`src/rtl/nibble_serial_subtractor.sv`:
```
// Multi-cycle WIDTH-bit subtractor D = A - B - Bin, one 4-bit lookahead-borrow slice per clock.
// Start/Done handshake; operands captured on acceptance, result published on the final slice.
module nibble_serial_subtractor #(
  parameter int WIDTH = 16
) (
  input  logic             CLK,
  input  logic             RST,
  input  logic             Start,
  input  logic [WIDTH-1:0] A,
  input  logic [WIDTH-1:0] B,
  input  logic             Bin,
  output logic             Busy,
  output logic             Done,
  output logic [WIDTH-1:0] D,
  output logic             Bout,
  output logic             V,
  output logic             Z
);

  localparam int NS = WIDTH / 4;
  localparam int KW = (NS > 1) ? $clog2(NS) : 1;

  localparam logic [1:0] S_IDLE = 2'd0;
  localparam logic [1:0] S_RUN  = 2'd1;
  localparam logic [1:0] S_DONE = 2'd2;

  logic [1:0]       state_reg;
  logic [WIDTH-1:0] a_reg, b_reg, res_reg, res_next;
  logic             borrow_reg;
  logic [KW-1:0]    k_reg;
  logic             busy_reg, done_reg, bout_reg, v_reg, z_reg;
  logic [WIDTH-1:0] d_reg;

  logic [3:0] a_nib, b_nib, g, p, diff;
  logic [4:0] bw;
  logic       last_slice;

  // Select the active nibble of the captured operands and merge its difference into the result.
  always_comb begin
    a_nib    = 4'd0;
    b_nib    = 4'd0;
    res_next = res_reg;
    for (int s = 0; s < NS; s++) begin
      if (k_reg == KW'(s)) begin
        a_nib = a_reg[4*s +: 4];
        b_nib = b_reg[4*s +: 4];
        res_next[4*s +: 4] = diff;
      end
    end
  end

  generate
    for (genvar gi = 0; gi < 4; gi++) begin : g_bit
      assign g[gi]    = ~a_nib[gi] & b_nib[gi];
      assign p[gi]    = ~(a_nib[gi] ^ b_nib[gi]);
      assign diff[gi] = a_nib[gi] ^ b_nib[gi] ^ bw[gi];
    end
  endgenerate

  // Fully expanded lookahead: each borrow depends only on g/p and the slice borrow-in.
  assign bw[0] = borrow_reg;
  assign bw[1] = g[0] | (p[0] & bw[0]);
  assign bw[2] = g[1] | (p[1] & g[0]) | (p[1] & p[0] & bw[0]);
  assign bw[3] = g[2] | (p[2] & g[1]) | (p[2] & p[1] & g[0]) | (p[2] & p[1] & p[0] & bw[0]);
  assign bw[4] = g[3] | (p[3] & g[2]) | (p[3] & p[2] & g[1]) | (p[3] & p[2] & p[1] & g[0])
               | (p[3] & p[2] & p[1] & p[0] & bw[0]);

  assign last_slice = (k_reg == KW'(NS - 1));

  always_ff @(posedge CLK) begin
    if (RST) begin
      state_reg  <= S_IDLE;
      a_reg      <= '0;
      b_reg      <= '0;
      res_reg    <= '0;
      borrow_reg <= 1'b0;
      k_reg      <= '0;
      busy_reg   <= 1'b0;
      done_reg   <= 1'b0;
      d_reg      <= '0;
      bout_reg   <= 1'b0;
      v_reg      <= 1'b0;
      z_reg      <= 1'b0;
    end else begin
      case (state_reg)
        S_IDLE, S_DONE: begin
          done_reg <= 1'b0;
          if (Start) begin
            a_reg      <= A;
            b_reg      <= B;
            borrow_reg <= Bin;
            res_reg    <= '0;
            k_reg      <= '0;
            busy_reg   <= 1'b1;
            state_reg  <= S_RUN;
          end else begin
            state_reg <= S_IDLE;
          end
        end
        S_RUN: begin
          res_reg    <= res_next;
          borrow_reg <= bw[4];
          k_reg      <= k_reg + 1'b1;
          if (last_slice) begin
            d_reg     <= res_next;
            bout_reg  <= bw[4];
            v_reg     <= (a_reg[WIDTH-1] != b_reg[WIDTH-1]) && (res_next[WIDTH-1] != a_reg[WIDTH-1]);
            z_reg     <= (res_next == '0);
            busy_reg  <= 1'b0;
            done_reg  <= 1'b1;
            state_reg <= S_DONE;
          end
        end
        default: begin
          busy_reg  <= 1'b0;
          done_reg  <= 1'b0;
          state_reg <= S_IDLE;
        end
      endcase
    end
  end

  assign Busy = busy_reg;
  assign Done = done_reg;
  assign D    = d_reg;
  assign Bout = bout_reg;
  assign V    = v_reg;
  assign Z    = z_reg;

endmodule

```
`config.mk`:
```
export PLATFORM = sky130hd
export DESIGN_NAME = nibble_serial_subtractor
export DESIGN_NICKNAME = d
export VERILOG_FILES = /design/src/rtl/nibble_serial_subtractor.sv
export SDC_FILE = /design/constraint.sdc
export NUM_CORES = 1
export LEC_CHECK = 0
export ABC_CLOCK_PERIOD_IN_PS = 3700
export BUFFER_PORTS_ARGS = -buffer_cell sky130_fd_sc_hd__buf_2
export CORE_MARGIN = 1
export CORE_UTILIZATION = 45
export CTS_CLUSTER_SIZE = 28
export DETAILED_ROUTE_END_ITERATION = 7
export PLACE_DENSITY = 0.78
export SETUP_SLACK_MARGIN = 0.3
export SLEW_MARGIN = 20
export SYNTH_ARGS = -nofsm -noshare
export SYNTH_HDL_FRONTEND = slang
export SYNTH_SLANG_ARGS = --single-unit
export TNS_END_PERCENT = 1
```
`constraint.sdc`:
```
create_clock -name CLK -period 3.7 [get_ports CLK]
set_clock_uncertainty 0.1 [all_clocks]
set_input_delay 0.74 -clock CLK [delete_from_list [all_inputs] [get_ports CLK]]
set_output_delay 0.74 -clock CLK [all_outputs]
set_load 0.03 [all_outputs]
```
==> flow_summary.ini, run 1 <==
[status]
status = finished, final reports clean

[global_routing]
grtUsageMet3 = 0.0462
grt_util_all_layers = 0.220
grt_overflow = 0
top_usage_layer = met2
grt_max_degree = 56
grtUsageMet2 = 0.324
grt_first_pass_wirelength_um = 12600
antenna_found_initial = 0
gr-usage-met1 = 0.313
grt_pass1_vias = 2617

[critical_path]
crit_buf_inv = 1
slowest_stage = dfxtp_1
crit_start = k_reg[1]
r2r-end = Z
start_kind = flip-flop
cp_common_cell = a21oi_1
reg2reg_slack_ns = 0.58
timing.rr.start = k_reg[1]
ff2ff_path_depth = 13
critical_path_arrival_ns = 3.27
path_cells = inv_1, ha_1, nand3b_1, a21oi_1, a21oi_1, nor2_1, a21oi_1, ha_1, a21o_1, a21oi_2, xnor2_2, a21oi_1, o41ai_2
cp_max_fo = 15
crit_type = reg2reg
critical_path_required_ns = 3.85
cp_slowest_stage_delay_ns = 0.37
crit_family = compound AO/OA/AOI/OAI gates
cp-end-kind = flip-flop

[floorplan]
coreArea_um2 = 6790
dieArea_um2 = 7350
boundaryPins = 57
die_y_um = 85.7
initial_core_util = 0.464
rows = 30
die_w_um = 85.7

[cells_and_area]
drive_above_1_share = 0.202
regArea_um2 = 1400
layout_commonest_cell = nand2_1
multi_input_area_um2 = 1620
fillers = 646
postLayoutCoreUtil = 0.541
area_growth_pct = 16.4
layout_common_cells = 89 x nand2_1, 70 x dfxtp_1, 67 x a21oi_1
num_antenna_cells = 0
finalNetCount = 482

[synthesis]
synth_area_um2 = 3160
synth_nets = 437
yosysWarnings = 0
postSynthAreaPerCell_um2 = 8.07
ys_ff_latch = 70
ys_seq_area_frac = 0.444
ys_types = 41
synth_cells = 391

[clock_tree]
cts.sinks = 70
cts_buffer_depth = 2
htreeDepth = 3
clk_latency_ns = 0.34
cts_setup_buffers = 0
cts_root_buf = clkbuf_8
cts_resized = 0
tritoncts = built
cts.clk_slew.worst_paths_ns = 0.07
hold_buffers = 0
cts_made_buffers = 9

[route]
vias = 2805
ant_nets = 0
drc = 0
drt-vias-per-instance = 5.23
drtPass1Iterations = 7
wl_per_cell_um = 14.3
drt_wl_total_um = 7660
drt_iter0_markers = 242

[power_and_ir_drop]
ir_worst_vdd_mv = 0.244
p_leak_uw = 0.00150
power-per-cell-area_nw_per_um2 = 447

[placement]
port-buffer-count = 56
post-dp-hpwl_um = 5210
place_congestion = 0.872

[timing]
tns_ns = 0
fmax_mhz = 321
setup_viol = 0
fin_crit_sh = 0.843
grt_setup_unrepaired = no
fin_crit_ns = 3.12
hold_viol = 0
slew_headroom = 0.574
tightest_slew_ns = 0.637
slew_viol_final = 0

[worst_hold_path]
hp-class = reg2reg
hold_path_end = D[1]
min_path_cells = 2
hp-start = D[1]

[job]
drv_cap = 0
[worst min-delay path, cell delays in order (launching register included)]
cell     delay [ns]
dfxtp_1        0.31
nand2_1        0.05
a21oi_1        0.05
[cells in the mapped netlist (all sizes together)]
master | count | share of area
a2111oi | 1 | 0.0048
and2 | 1 | 0.0020
nand3b | 9 | 0.021
fa | 1 | 0.0063
buf | 8 | 0.011
a41oi | 1 | 0.0052
dfxtp | 70 | 0.44
xnor2 | 2 | 0.0079
a22o | 9 | 0.025
a211oi | 8 | 0.019
nor3 | 6 | 0.0095
a211o | 4 | 0.011
a31o | 1 | 0.0028
nor4 | 2 | 0.0040
clkbuf | 23 | 0.027
mux2i | 4 | 0.013
o211ai | 2 | 0.0048
a32o | 3 | 0.0095
o21a | 1 | 0.0024
inv | 5 | 0.0059
a21oi | 69 | 0.11
nand2 | 89 | 0.11
nand2b | 2 | 0.0040
a22oi | 1 | 0.0024
nor2b | 3 | 0.0059
and3b | 1 | 0.0028
a31oi | 1 | 0.0020
nand3 | 1 | 0.0016
a21o | 4 | 0.0099
ha | 9 | 0.036
xor2 | 1 | 0.0087
or3b | 1 | 0.0028
o21ai | 11 | 0.021
o41ai | 1 | 0.0052
nor2 | 36 | 0.043
[final cells by class]
cell class,instances,share of cell area
Clock inverter,1,0.00136
Timing Repair Buffer,65,0.0947
Inverter,5,0.00511
Clock buffer,14,0.0443
Multi-Input combinational cell,285,0.440
Tap cell,96,0.0327
Sequential cell,70,0.381
[worst max path at each step]
stage          endpoint  slack (ns)  cells past startpoint
2_1_floorplan         V        0.73                     13
3_3_place_gp          V        0.77                     12
3_5_place_dp          Z        0.60                     13
4_1_cts               Z        0.59                     13
5_1_grt               Z        0.37                     13
6_report              Z        0.58                     13
[stage by stage]
stage / setup slack, ns / area (µm²) / hold WS (ns) / total power (µW) / instances
finish: 0.582 / 3670 / 0.350 / 1640 / 536
global route: 0.368 / 3670 / 0.366 / 1720 / 536
CTS: 0.590 / 3670 / 0.352 / 1650 / 536
detailed placement: 0.605 / 3500 / 0.342 / 1100 / 521
global placement: 0.771 / 3500 / 0.341 / 1090 / 521
floorplan: 0.732 / 3160 / 0.336 / 1020 / 391
[per-layer routing]
metal,vias to the layer above,wire length (µm),share of wire
li1,1425,-,-
met1,1290,3770,0.49
met2,81,3350,0.44
met3,9,441,0.058
met4,0,94,0.012
met5,-,0,0
[where the power goes]
part / switching [µW] / internal, µW / total [µW]
clock network: 275 / 277 / 551
logic: 175 / 109 / 284
registers: 22.6 / 784 / 807
total: 472 / 1170 / 1640
[cells by family after synthesis]
family | Yosys count | share of synthesized area
AOI/OAI and AO/OA | 117 | 0.237
DFF | 70 | 0.444
adders and majority gates | 10 | 0.0420
muxes | 4 | 0.0127
and+or+nand+nor | 151 | 0.203
xor gates and xnor gates | 3 | 0.0167
buffers and inverters | 36 | 0.0448
(Power assumes the default switching activity.)
==> run 2, diff against run 1 <==
- ABC_CLOCK_PERIOD_IN_PS: 3700 -> 3100
- clock period: 3.7 -> 3.1 ns (I/O delays scaled with it)
==> run 2 against run 1 <==
  * Register-to-register slack got worse by 0.45 ns
  * Hold slack improved by 0.0022 ns
  * Clock power increased by 13%
  * Wire length rose by 8.1%
  * Critical path depth rose by 1
  * Highest routed layer unchanged
  * Design area is 6.6% higher
  * Critical path type unchanged
==> flow_summary.ini, run 2 (same netlist as run 1, synthesis figures left out) <==
[floorplan]
rows = 30
initial_core_util = 0.464
die_y_um = 85.7
die_w_um = 85.7
dieArea_um2 = 7350
boundaryPins = 57
coreArea_um2 = 6790

[clock_tree]
cts.sinks = 70
cts.clk_slew.worst_paths_ns = 0.07
tritoncts = built
cts_root_buf = clkbuf_8
htreeDepth = 3
cts_made_buffers = 9
hold_buffers = 0
clk_latency_ns = 0.34
cts_buffer_depth = 2

[global_routing]
grt_overflow = 0
grt_first_pass_wirelength_um = 13000
grt_max_degree = 39
grt_util_all_layers = 0.225
grt_pass1_vias = 2789
antenna_found_initial = 0

[worst_hold_path]
min_path_cells = 2
hold_path_end = D[2]
hp-start = D[2]
hp-class = reg2reg

[critical_path]
timing.rr.start = k_reg[1]
critical_path_required_ns = 3.27
path_cells = inv_4, ha_4, buf_6, nand3b_1, a21oi_1, a21oi_1, nor2_1, a21oi_1, ha_1, a41oi_2, o21ai_4, xor2_4, or3b_1, a31oi_1
r2r-end = V
cp-end-kind = flip-flop
cp_common_cell = a21oi_1
crit_family = compound AO/OA/AOI/OAI gates
critical_path_arrival_ns = 3.14
ff2ff_path_depth = 14
crit_buf_inv = 2
cp_max_fo = 7
reg2reg_slack_ns = 0.13
crit_type = reg2reg
cp_slowest_stage_delay_ns = 0.39
start_kind = flip-flop
slowest_stage = or3b_1

[power_and_ir_drop]
power-per-cell-area_nw_per_um2 = 517
p_leak_uw = 0.00158
ir_worst_vdd_mv = 0.297

[route]
wl_per_cell_um = 15.1
drt-vias-per-instance = 5.48
drtPass1Iterations = 7
drc = 0
vias = 2995
drt_wl_total_um = 8280
ant_nets = 0
drt_iter0_markers = 238

[timing]
tns_ns = 0
grt_setup_unrepaired = yes
slew_headroom = 0.542
slew_viol_final = 0
setup_viol = 0
fin_crit_ns = 2.97
tightest_slew_ns = 0.686
hold_viol = 0
fmax_mhz = 337
fin_crit_sh = 0.958

[cells_and_area]
fillers = 603
layout_common_cells = 88 x nand2_1, 68 x dfxtp_1, 62 x a21oi_1
finalNetCount = 495
num_antenna_cells = 0
drive_above_1_share = 0.268
area_growth_pct = 24.1
layout_commonest_cell = nand2_1
stdcell_count = 547

[placement]
post-dp-hpwl_um = 5380
place_congestion = 0.903
port-buffer-count = 56
place_inst = 525

[status]
status = finished, final reports clean

[job]
drv_cap = 0
==> run 2: through the flow <==
| step | cell area (µm²) | util | power (µW) | setup WS (ns) | hold WS, ns |
|---|---|---|---|---|---|
| 3_5_place_dp | 3530 | 0.520 | 1320 | 0.0275 | 0.347 |
| 4_1_cts | 3790 | 0.558 | 1970 | 0.297 | 0.357 |
| 5_1_grt | 3920 | 0.576 | 2120 | 0.0333 | 0.378 |
| 2_1_floorplan | 3160 | - | 1220 | 0.318 | 0.336 |
| 3_3_place_gp | 3530 | 0.520 | 1310 | 0.187 | 0.340 |
| 6_report | 3920 | 0.576 | 2020 | 0.130 | 0.352 |
==> run 2: layout make-up <==
cell class	count	area, µm²	share of cell area
clock buffer	11	151	0.0387
clock inverter	2	10.0	0.00256
inverter	5	23.8	0.00607
multi-input combinational	286	1750	0.448
sequential	70	1410	0.360
tap	96	120	0.0307
timing repair buffer	77	449	0.115
==> run 2: power breakdown <==
group	switching, µW	total [µW]	internal (µW)
sequential	29.7	965	936
clock	306	624	318
combinational	249	434	185
total	585	2020	1440
==> run 2: how the worst max path moves through the flow <==
stage,start,to,slack [ns],cells past startpoint
global placement,k_reg[1],V,0.19,13
global route,k_reg[1],V,0.03,14
detailed placement,k_reg[1],V,0.03,13
finish,k_reg[1],V,0.13,14
CTS,k_reg[1],V,0.30,13
floorplan,k_reg[0],V,0.32,13
==> run 2: worst register-to-register path, cell delays in order (launching register included) <==
cell      delay (ns)
dfxtp_4         0.36
inv_4           0.05
ha_4            0.18
buf_6           0.13
nand3b_1        0.17
a21oi_1         0.19
a21oi_1         0.06
nor2_1          0.14
a21oi_1         0.06
ha_1            0.36
a41oi_2         0.24
o21ai_4         0.12
xor2_4          0.18
or3b_1          0.39
a31oi_1         0.16
==> run 2: routing by layer <==
metal  vias up  wire length, µm  GRT usage
li1       1450                -          -
met5         -                0          0
met1      1403             3790      0.311
met3        22              456     0.0500
met4         0              167     0.0818
met2       120             3860      0.345
==> run 2: timing repair <==
item                       CTS  global route
buffers inserted             4             4
setup endpoints to repair   17            21
pin swaps                    6             9
gates cloned                 1             0
resized for setup           15            21
